<file path="config.mk">
export PLATFORM = sky130hd
export DESIGN_NAME = recorder_ctrl
export DESIGN_NICKNAME = d
export VERILOG_FILES = /design/src/rtl/recorder_ctrl.sv
export SDC_FILE = /design/constraint.sdc
export NUM_CORES = 1
export LEC_CHECK = 0
export ABC_AREA = 0
export CELL_PAD_IN_SITES_DETAIL_PLACEMENT = 1
export CELL_PAD_IN_SITES_GLOBAL_PLACEMENT = 1
export CORE_UTILIZATION = 25
export CTS_BUF_LIST = sky130_fd_sc_hd__clkbuf_8
export CTS_CLUSTER_DIAMETER = 60
export DETAILED_ROUTE_END_ITERATION = 10
export GPL_ROUTABILITY_DRIVEN = 0
export PLACE_DENSITY = 0.54
export SLEW_MARGIN = 40
export SYNTH_ARGS = -nofsm -noshare
export SYNTH_HDL_FRONTEND = slang
export SYNTH_SLANG_ARGS = --single-unit
</file>
<file path="constraint.sdc">
create_clock -name clock -period 1.87 [get_ports clock]
set_input_delay 0.2805 -clock clock [delete_from_list [all_inputs] [get_ports clock]]
set_output_delay 0.2805 -clock clock [all_outputs]
set_load 0.05 [all_outputs]
</file>
<file path="src/rtl/recorder_ctrl.sv">
// Sample-memory recorder controller: debounced record/play buttons drive an
// IDLE/RECORD/PLAY sequencer that emits one-cycle write/read strobes per sample tick.
module recorder_ctrl #(
    parameter int ADDR_W       = 4,
    parameter int DEBOUNCE_CYC = 4
) (
    input  logic              clock,
    input  logic              reset,
    input  logic              btn_rec,
    input  logic              btn_play,
    input  logic              sample_tick,
    output logic [ADDR_W-1:0] addr,
    output logic              wr_en,
    output logic              rd_en,
    output logic              recording,
    output logic              playing,
    output logic [ADDR_W:0]   rec_len
);

    localparam int CW = $clog2(DEBOUNCE_CYC + 1);
    localparam logic [CW-1:0] CNT_LAST = CW'(DEBOUNCE_CYC - 1);

    typedef enum logic [1:0] {IDLE, RECORD, PLAY} state_t;

    state_t            state, state_n;
    logic [1:0]        raw, lvl, flip, press;
    logic [CW-1:0]     cnt [2];
    logic [ADDR_W-1:0] addr_n;
    logic [ADDR_W:0]   len_n;
    logic              wr_n, rd_n, strobe;

    assign raw    = {btn_play, btn_rec};
    assign strobe = wr_en | rd_en;

    // A press fires on the same edge the debounced level rises.
    always_comb begin
        flip  = '0;
        press = '0;
        for (int unsigned i = 0; i < 2; i++) begin
            flip[i]  = (raw[i] != lvl[i]) && (cnt[i] == CNT_LAST);
            press[i] = flip[i] & raw[i];
        end
    end

    always_ff @(posedge clock) begin
        if (!reset) begin
            lvl <= '0;
            for (int unsigned i = 0; i < 2; i++) cnt[i] <= '0;
        end else begin
            for (int unsigned i = 0; i < 2; i++) begin
                if (raw[i] != lvl[i]) begin
                    if (flip[i]) begin
                        lvl[i] <= raw[i];
                        cnt[i] <= '0;
                    end else begin
                        cnt[i] <= cnt[i] + CW'(1);
                    end
                end else begin
                    cnt[i] <= '0;
                end
            end
        end
    end

    always_comb begin
        state_n = state;
        addr_n  = addr;
        len_n   = rec_len;
        wr_n    = 1'b0;
        rd_n    = 1'b0;
        unique case (state)
            IDLE: begin
                if (press[0]) begin
                    state_n = RECORD;
                    addr_n  = '0;
                    len_n   = '0;
                end else if (press[1] && rec_len != '0) begin
                    state_n = PLAY;
                    addr_n  = '0;
                end
            end
            RECORD: begin
                // Strobe completion first; a press in the same cycle then overrides state.
                if (wr_en) begin
                    addr_n = addr + 1'b1;
                    len_n  = {1'b0, addr} + 1'b1;
                    if (addr == '1) state_n = IDLE;
                end
                if (press[0])                   state_n = IDLE;
                else if (sample_tick && !strobe) wr_n   = 1'b1;
            end
            PLAY: begin
                if (rd_en) begin
                    addr_n = addr + 1'b1;
                    if ({1'b0, addr} == rec_len - 1'b1) begin
                        state_n = IDLE;
                        addr_n  = '0;
                    end
                end
                if (press[0]) begin
                    state_n = RECORD;
                    addr_n  = '0;
                    len_n   = '0;
                end else if (press[1]) begin
                    state_n = IDLE;
                end else if (sample_tick && !strobe) begin
                    rd_n = 1'b1;
                end
            end
            default: state_n = IDLE;
        endcase
    end

    always_ff @(posedge clock) begin
        if (!reset) begin
            state     <= IDLE;
            addr      <= '0;
            rec_len   <= '0;
            wr_en     <= 1'b0;
            rd_en     <= 1'b0;
            recording <= 1'b0;
            playing   <= 1'b0;
        end else begin
            state     <= state_n;
            addr      <= addr_n;
            rec_len   <= len_n;
            wr_en     <= wr_n;
            rd_en     <= rd_n;
            recording <= (state_n == RECORD);
            playing   <= (state_n == PLAY);
        end
    end

endmodule

</file>
# Yosys cells after proc, flatten, opt, wreduce, memory -nomap -nowiden
# Memories as Yosys holds them, arrays and structs flattened.
# Index checks and enable logic that the tools add are counted.
dict set report totals {
  elab_cells 107
  reg_bits 17
  input_bits 5
  memories 1
  ram_bits 6
}
# name depth width rd rd_ports_with_merged_regs write_ports line
set memory_table {}
lappend memory_table {cnt 2 3 2 0 2 27} ;# logic [CW-1:0] cnt [2];
dict set report classes {
  bitwise 12
  mux 50
  n_reduce_logical 16
  eq_ne 14
  n_addsub 5
}
# op count
set op_table {}
lappend op_table {{$mux 1} 24}
lappend op_table {{$mux 4} 6}
lappend op_table {{$mux 2} 9}
lappend op_table {{$mux 3} 6}
lappend op_table {{$pmux 4 s3} 1}
lappend op_table {{$mux 5} 2}
lappend op_table {{$pmux 5 s2} 1}
lappend op_table {{$or 1x1->1} 7}
lappend op_table {{$add 3x1->3 const B} 2}
lappend op_table {{$eq 3x2->1 const B} 2}
lappend op_table {{$ne 3x3->1 const B} 2}
lappend op_table {{$pmux 2 s3} 1}
lappend op_table {{$add 4x1->5 const B} 1}
lappend op_table {{$eq 4x5->1} 1}
lappend op_table {{$reduce_bool 5->1} 1}
lappend op_table {{$sub 5x1->5 const B} 1}
lappend op_table {{$add 4x1->4 const B} 1}
lappend op_table {{$eq 2x1->1 const B} 2}
lappend op_table {{$eq 2x2->1 const B} 2}
lappend op_table {{$eq 4x4->1 const B} 1}
lappend op_table {{$logic_and 1x1->1} 4}
lappend op_table {{$reduce_and 2->1} 2}
lappend op_table {{$reduce_and 4->1} 1}
lappend op_table {{$reduce_or 4->1} 1}
lappend op_table {{12 further kinds} 16}

# Depth between registers and ports, before layout
# Gate-level depths: netlist (run 1).
dict set report depth {
  ltp_word 9
  depth_mapped 8
  mapped_depth_nobuf 8
}

# Worst setup path before layout (run 1)
# Ideal clock, no wire load.
dict set report synth_path {
  kind {register to register}
  start {register rec_len[0]}
  end {register addr[3]}
  path_buffers 0
  stages_incl_launch_ff 9
  arrival_time_ns 2.095
  slack_ns -0.295
  setup_ns 0.070
  cell_sequence {dfxtp_1 -> inv_1 -> ha_1 -> nor4b_1 -> o31a_1 -> a211o_1 -> nor2_1 -> nand2_1 -> a21oi_1}
}
dict set report synth_via {
  elab_chain_cells 6
  word_cells_on_any_way 10
}
# element line
set synth_lines {}
lappend synth_lines {{start: declaration} 17} ;# output logic [ADDR_W:0] rec_len
lappend synth_lines {{start signal: assignment} 126} ;# rec_len <= len_n;
lappend synth_lines {{$sub 5x1->5} 95} ;# if ({1'b0, addr} == rec_len - 1'b1) begin
lappend synth_lines {{$eq 4x5->1} 95}
lappend synth_lines {{$mux 4} 95}
lappend synth_lines {{$mux 4} 93} ;# if (rd_en) begin
lappend synth_lines {{$mux 4} 100} ;# if (press[0]) begin
lappend synth_lines {{$pmux 4 s3} 71} ;# unique case (state)
lappend synth_lines {{end signal: assignment} 125} ;# addr <= addr_n;
lappend synth_lines {{end: declaration} 12} ;# output logic [ADDR_W-1:0] addr,
# Parallel ways exist; a longest one is shown, timed or not. The select of a mux whose other input is x is not followed.
# A chain may end at the register's enable or synchronous reset.

==> results of run 1 <==
-- layer usage --
layer / vias up / part of all wire
met3: 4 / 0.025
met1: 573 / 0.45
li1: 606 / -
met4: 0 / 0.010
met2: 21 / 0.51
met5: - / 0
-- registers in the layout, indices dropped and copies added, names as in the netlist --
signal	cells
addr	4
playing	1
recording	1
lvl	2
rd_en	1
state	2
rec_len	5
wr_en	1
cnt	6
-- power by group through the flow --
stage | clock [mW] | sequential (mW) | combinational (mW)
CTS | 0.326 | 0.526 | 0.0954
global route | 0.348 | 0.528 | 0.125
global placement | 0 | 0.536 | 0.0860
finish | 0.315 | 0.526 | 0.112
floorplan | 0 | 0.539 | 0.0470
detailed placement | 0 | 0.537 | 0.0906
-- final cells by class --
class	count	area, um2
clock buffer	3	41.3
clock inverter	1	3.75
fill	585	3080
inverter	10	37.5
multi-input combinational	117	952
sequential	23	533
tap	70	87.6
timing repair buffer	40	344
-- cells in the mapped netlist (2+ instances only) --
cell	instances	area share
edfxtp_1	6	0.14
a21oi_1	12	0.046
and3b_1	2	0.013
nor2_1	19	0.054
nand3b_1	2	0.011
nor3_1	5	0.019
nand2_1	12	0.034
buf_2	2	0.0076
nand2b_1	4	0.019
nor2b_1	2	0.0095
a211oi_1	4	0.023
dfxtp_1	17	0.26
and3_1	2	0.0095
inv_1	10	0.029
or3_1	2	0.0095
xor2_1	3	0.020
ha_1	11	0.10
nor4_1	4	0.019
nand3_1	3	0.011
xnor2_1	6	0.040
-- per-stage QoR --
step                area (um2)  power (mW)
global placement          1740       0.622
detailed placement        1740       0.628
global route              2000        1.00
CTS                       1840       0.947
finish                    2000       0.953
floorplan                 1350       0.586
-- worst max-delay path by stage --
stage | startpoint | end | slack (ns) | cells after the start
floorplan | rec_len[0] | addr[2] | 0.01 | 8
global placement | btn_rec | rec_len[2] | -0.12 | 7
detailed placement | btn_rec | addr[3] | -0.11 | 7
CTS | cnt[0][0] | addr[0] | -0.03 | 10
global route | cnt[0][0] | rec_len[2] | -0.14 | 8
finish | cnt[0][0] | rec_len[3] | -0.0007 | 8
-- worst max-delay path, stage by stage, from the launching register on --
cell,delay (ns)
edfxtp_1,0.38
ha_2,0.22
ha_4,0.14
nand3b_1,0.20
mux2i_2,0.26
nand2_2,0.17
nor4_2,0.28
a21oi_1,0.07
nor2_1,0.09
-- cells by family after synthesis --
kind of cell	share of synthesized area
and+or+nand+nor	0.255
AOI/OAI and AO/OA	0.136
DFF	0.395
buffers and inverters	0.0390
adders and majority gates	0.105
xor gates and xnor gates	0.0599
other	0.00285
muxes	0.00760
-- repair_timing --
action                     in CTS  in global routing
hold buffers                    0                  0
hold endpoints to repair        0                  0
resized for setup               9                 31
setup endpoints to repair      11                 13
pin swaps                      10                 19
buffers inserted                2                  3
==> run metrics, run 1 <==
worst reg2reg path depth=8; global-route wire length before repair=6010 um; Fin. Hold Viols=0; Critical Path Fanout Max=6; Util after Layout=0.394; WHS=0.505 ns; arrival time worst endpoint=2.07 ns; max cap viols=0; power share of the sequential group=0.552; die area=0.00556 mm2; setup tns final=-0.000687 ns; min Tclk post-route=1.87 ns; Synth Warn #=0; Clock transition at path regs=0.09 ns; Via-to-Cell Ratio=4.56; Clock Tree Buf Depth=2; post-route ant nets=0; clock latency on the worst-skew pair=0.27 ns; reg2reg setup slack=-0.0007 ns; Num Clock Sinks=23; final WL=3590 um; Initial Util=0.259; wire per inst=13.6 um; flops & latches, synth=23; final setup margin=-0.000687 ns; Slew @ Worst Pin=0.502 ns; critical path launch point type=register; clk root buf=clkbuf_8; global-route usage over all layers=0.141; skew final=0.0128 ns; # nets final=211; main flop type after synthesis=dfxtp_1; met2 usage=0.252; sw frac=0.246; clock power share=0.331; placed insts=257; RSZ-0062 raised after global routing=yes; initial antenna violation count=0; met1 Use GR=0.179; failing checks=setup timing; Max Fclk=0.535 GHz; NetSw=0.234 mW; Comb power frac=0.117; P per Cell Area=477 mW/mm2; TritonCTS clock tree=yes; largest net degree at the start of global routing=13; layout cells sized above 1=0.366; reg2reg start=cnt[0][0]; Num CTS Buffers=3; period utilisation layout=1.00; Seq/Total Area, Yosys=0.395; max-slew violations=0; Lkg Pwr=0.763 nW; internal power=0.719 mW; Pre-antenna DRT Iters=4; busiest grt layer=met2; Post-DP HPWL=2720 um; GRT met3 Usage=0.0176; gate count after technology mapping=148; Die Width=74.6 um; Die Ht=74.6 um; area grow syn2layout=51.9%; HP Class=register to register; synthesized cell area=0.00132 mm2; RR Endpoint=rec_len[3]; Post-synth EDFFs=6; distinct cell type count after synthesis=40; DR DRC count=0; Worst Setup Path Type=register to register; most frequent cells in the layout=24 x buf_4, 17 x nor2_1, 13 x clkdlybuf4s50_1; final setup violation count=1; Place WS=-0.109 ns; status=finished with violations; Finished Layout Cells=264; ANT cells=0; Rel. slew slack=0.665; vias=1204; critical path capture point type=register; WP data required=2.07 ns; Hold Path Depth=2; initial DRC count=24; remaining global-route overflow=0; I/O Pins=18; Core ar.=0.00507 mm2; port buffer count=17; worst vdd ir=0.210 mV; hold path startpoint=addr[1]; vias in the first global route=1288; most common cell after layout, fill and taps aside=buf_4; Async S/R FF share, synth=0; H-tree Lvls=1; hold endpoint=addr[1]; Syn Area/Cell=8.89 um2; row count=26
Power figures use the tool's default switching activity.
==> inputs of run 2 (changes only) <==
Settings changed: CAP_MARGIN from default to 0, CORE_MARGIN from default to 8.
==> run metrics, run 2 (synthesis results as in run 1) <==
max-slew violations=0; register area=533 um2; global-route usage over all layers=0.107; Num Clock Sinks=23; Die Width=88.6 um; Rel. slew slack=0.661; remaining global-route overflow=0; fin area=0.00205 mm2; worst vdd ir=0.201 mV; vias=1250; final setup violation count=3; Core ar.=0.00511 mm2; Post-DP HPWL=3070 um; reg2reg setup slack=-0.05 ns; Worst Setup Path Type=register to register; reg2reg start=rec_len[0]; failing checks=setup timing; vias in the first global route=1423; FILL cells=606; arrival time worst endpoint=2.12 ns; status=finished with violations; worst reg2reg path depth=10; Max Fclk=0.522 GHz; row count=26; port buffer count=17; Critical Path Fanout Max=5; global-route wire length before repair=6560 um; TritonCTS clock tree=yes; top flop regs=cnt (6), rec_len (5), addr (4); CTS Hold Bufs=0; clock latency on the worst-skew pair=0.27 ns; crit path launch=rec_len[0]; Worst Setup EP=addr[0]; Initial Util=0.258; Num CTS Buffers=3; skew final=0.00830 ns; Slew @ Worst Pin=0.508 ns; final setup margin=-0.0454 ns; max cap viols=0; Fin. Hold Viols=0; # nets final=219; wire per inst=14.6 um; critical path capture point type=register; most common cell after layout, fill and taps aside=buf_4; ANT cells=0; H-tree Lvls=1; Clock Tree Buf Depth=2; P per Cell Area=474 mW/mm2; critical path launch point type=register; Largest Register=cnt; Post-DP Area=0.00174 mm2; WP data required=2.07 ns; max FFs per register=6; layout cells sized above 1=0.391; Via-to-Cell Ratio=4.60; post-route ant nets=0; footprint of the multi-input gates=938 um2; Place WS=-0.157 ns; I/O Pins=18; RR Endpoint=addr[0]; Pre-antenna DRT Iters=4; period utilisation layout=1.02; initial antenna violation count=0; area grow syn2layout=55.6%; DR DRC count=0; HP Class=register to register; initial DRC count=51; most frequent cells in the layout=33 x buf_4, 18 x nor2_1, 11 x dfxtp_1; Die Ht=88.6 um; RSZ-0062 raised after global routing=yes; die area=0.00784 mm2; Lkg Pwr=0.830 nW; clk root buf=clkbuf_8; min Tclk post-route=1.92 ns; Clock transition at path regs=0.09 ns; final WL=3960 um; largest net degree at the start of global routing=14
## run 2: how the worst min path moves through the flow
stage	start	to	cells after the start
final	addr[1]	addr[1]	2
after detailed placement	addr[1]	addr[1]	2
after floorplan	reset	state[1]	1
after global placement	addr[1]	addr[1]	2
after CTS	addr[1]	addr[1]	2
after global routing	addr[1]	addr[1]	2
## run 2: per-stage QoR
stage | hold slack (ns) | setup TNS [ns] | total power, mW | cells | util
detailed placement | 0.491 | -1.30 | 0.631 | 258 | 0.341
global placement | 0.489 | -0.282 | 0.624 | 258 | 0.341
CTS | 0.504 | -0.258 | 0.972 | 268 | 0.374
floorplan | 0.426 | 0 | 0.586 | 153 | -
global route | 0.530 | -0.608 | 1.02 | 272 | 0.401
finish | 0.500 | -0.0737 | 0.971 | 272 | 0.401
## run 2: critical path, stage by stage, from the launching register on
cell and delay [ns]:
dfxtp_4 0.37, inv_4 0.04, ha_4 0.16, buf_6 0.11
xnor2_2 0.12, a22oi_2 0.24, a2111oi_4 0.13, nor3b_2 0.32
buf_4 0.18, nand2_2 0.06, a21oi_2 0.11
## run 2: repair_timing
action | 4_1_cts | 5_1_grt
buffers inserted | 6 | 5
endpoints found under the setup margin | 12 | 13
resized for setup | 17 | 24
pin swaps | 16 | 12
## run 2: area by class of cell
type	count	area share
clock buffer	3	0.0202
clock inverter	1	0.00244
inverter	10	0.0195
multi-input combinational	117	0.458
sequential	23	0.260
tap	70	0.0428
timing repair buffer	48	0.197
## run 2: where the power goes
part,leakage (nW),internal [mW],switching [mW],total (mW)
combinational,0.602,0.0596,0.0602,0.120
sequential,0.202,0.520,0.00587,0.526
clock,0.0255,0.149,0.176,0.325
total,0.830,0.729,0.242,0.971
## run 2: metal layers
layer	share of wire	GRT usage	wire length (um)	up-vias
li1	-	-	-	625
met5	0	0	0	-
met4	0.014	0.0461	57	0
met1	0.44	0.118	1740	599
met2	0.51	0.196	2010	22
met3	0.039	0.0167	153	4
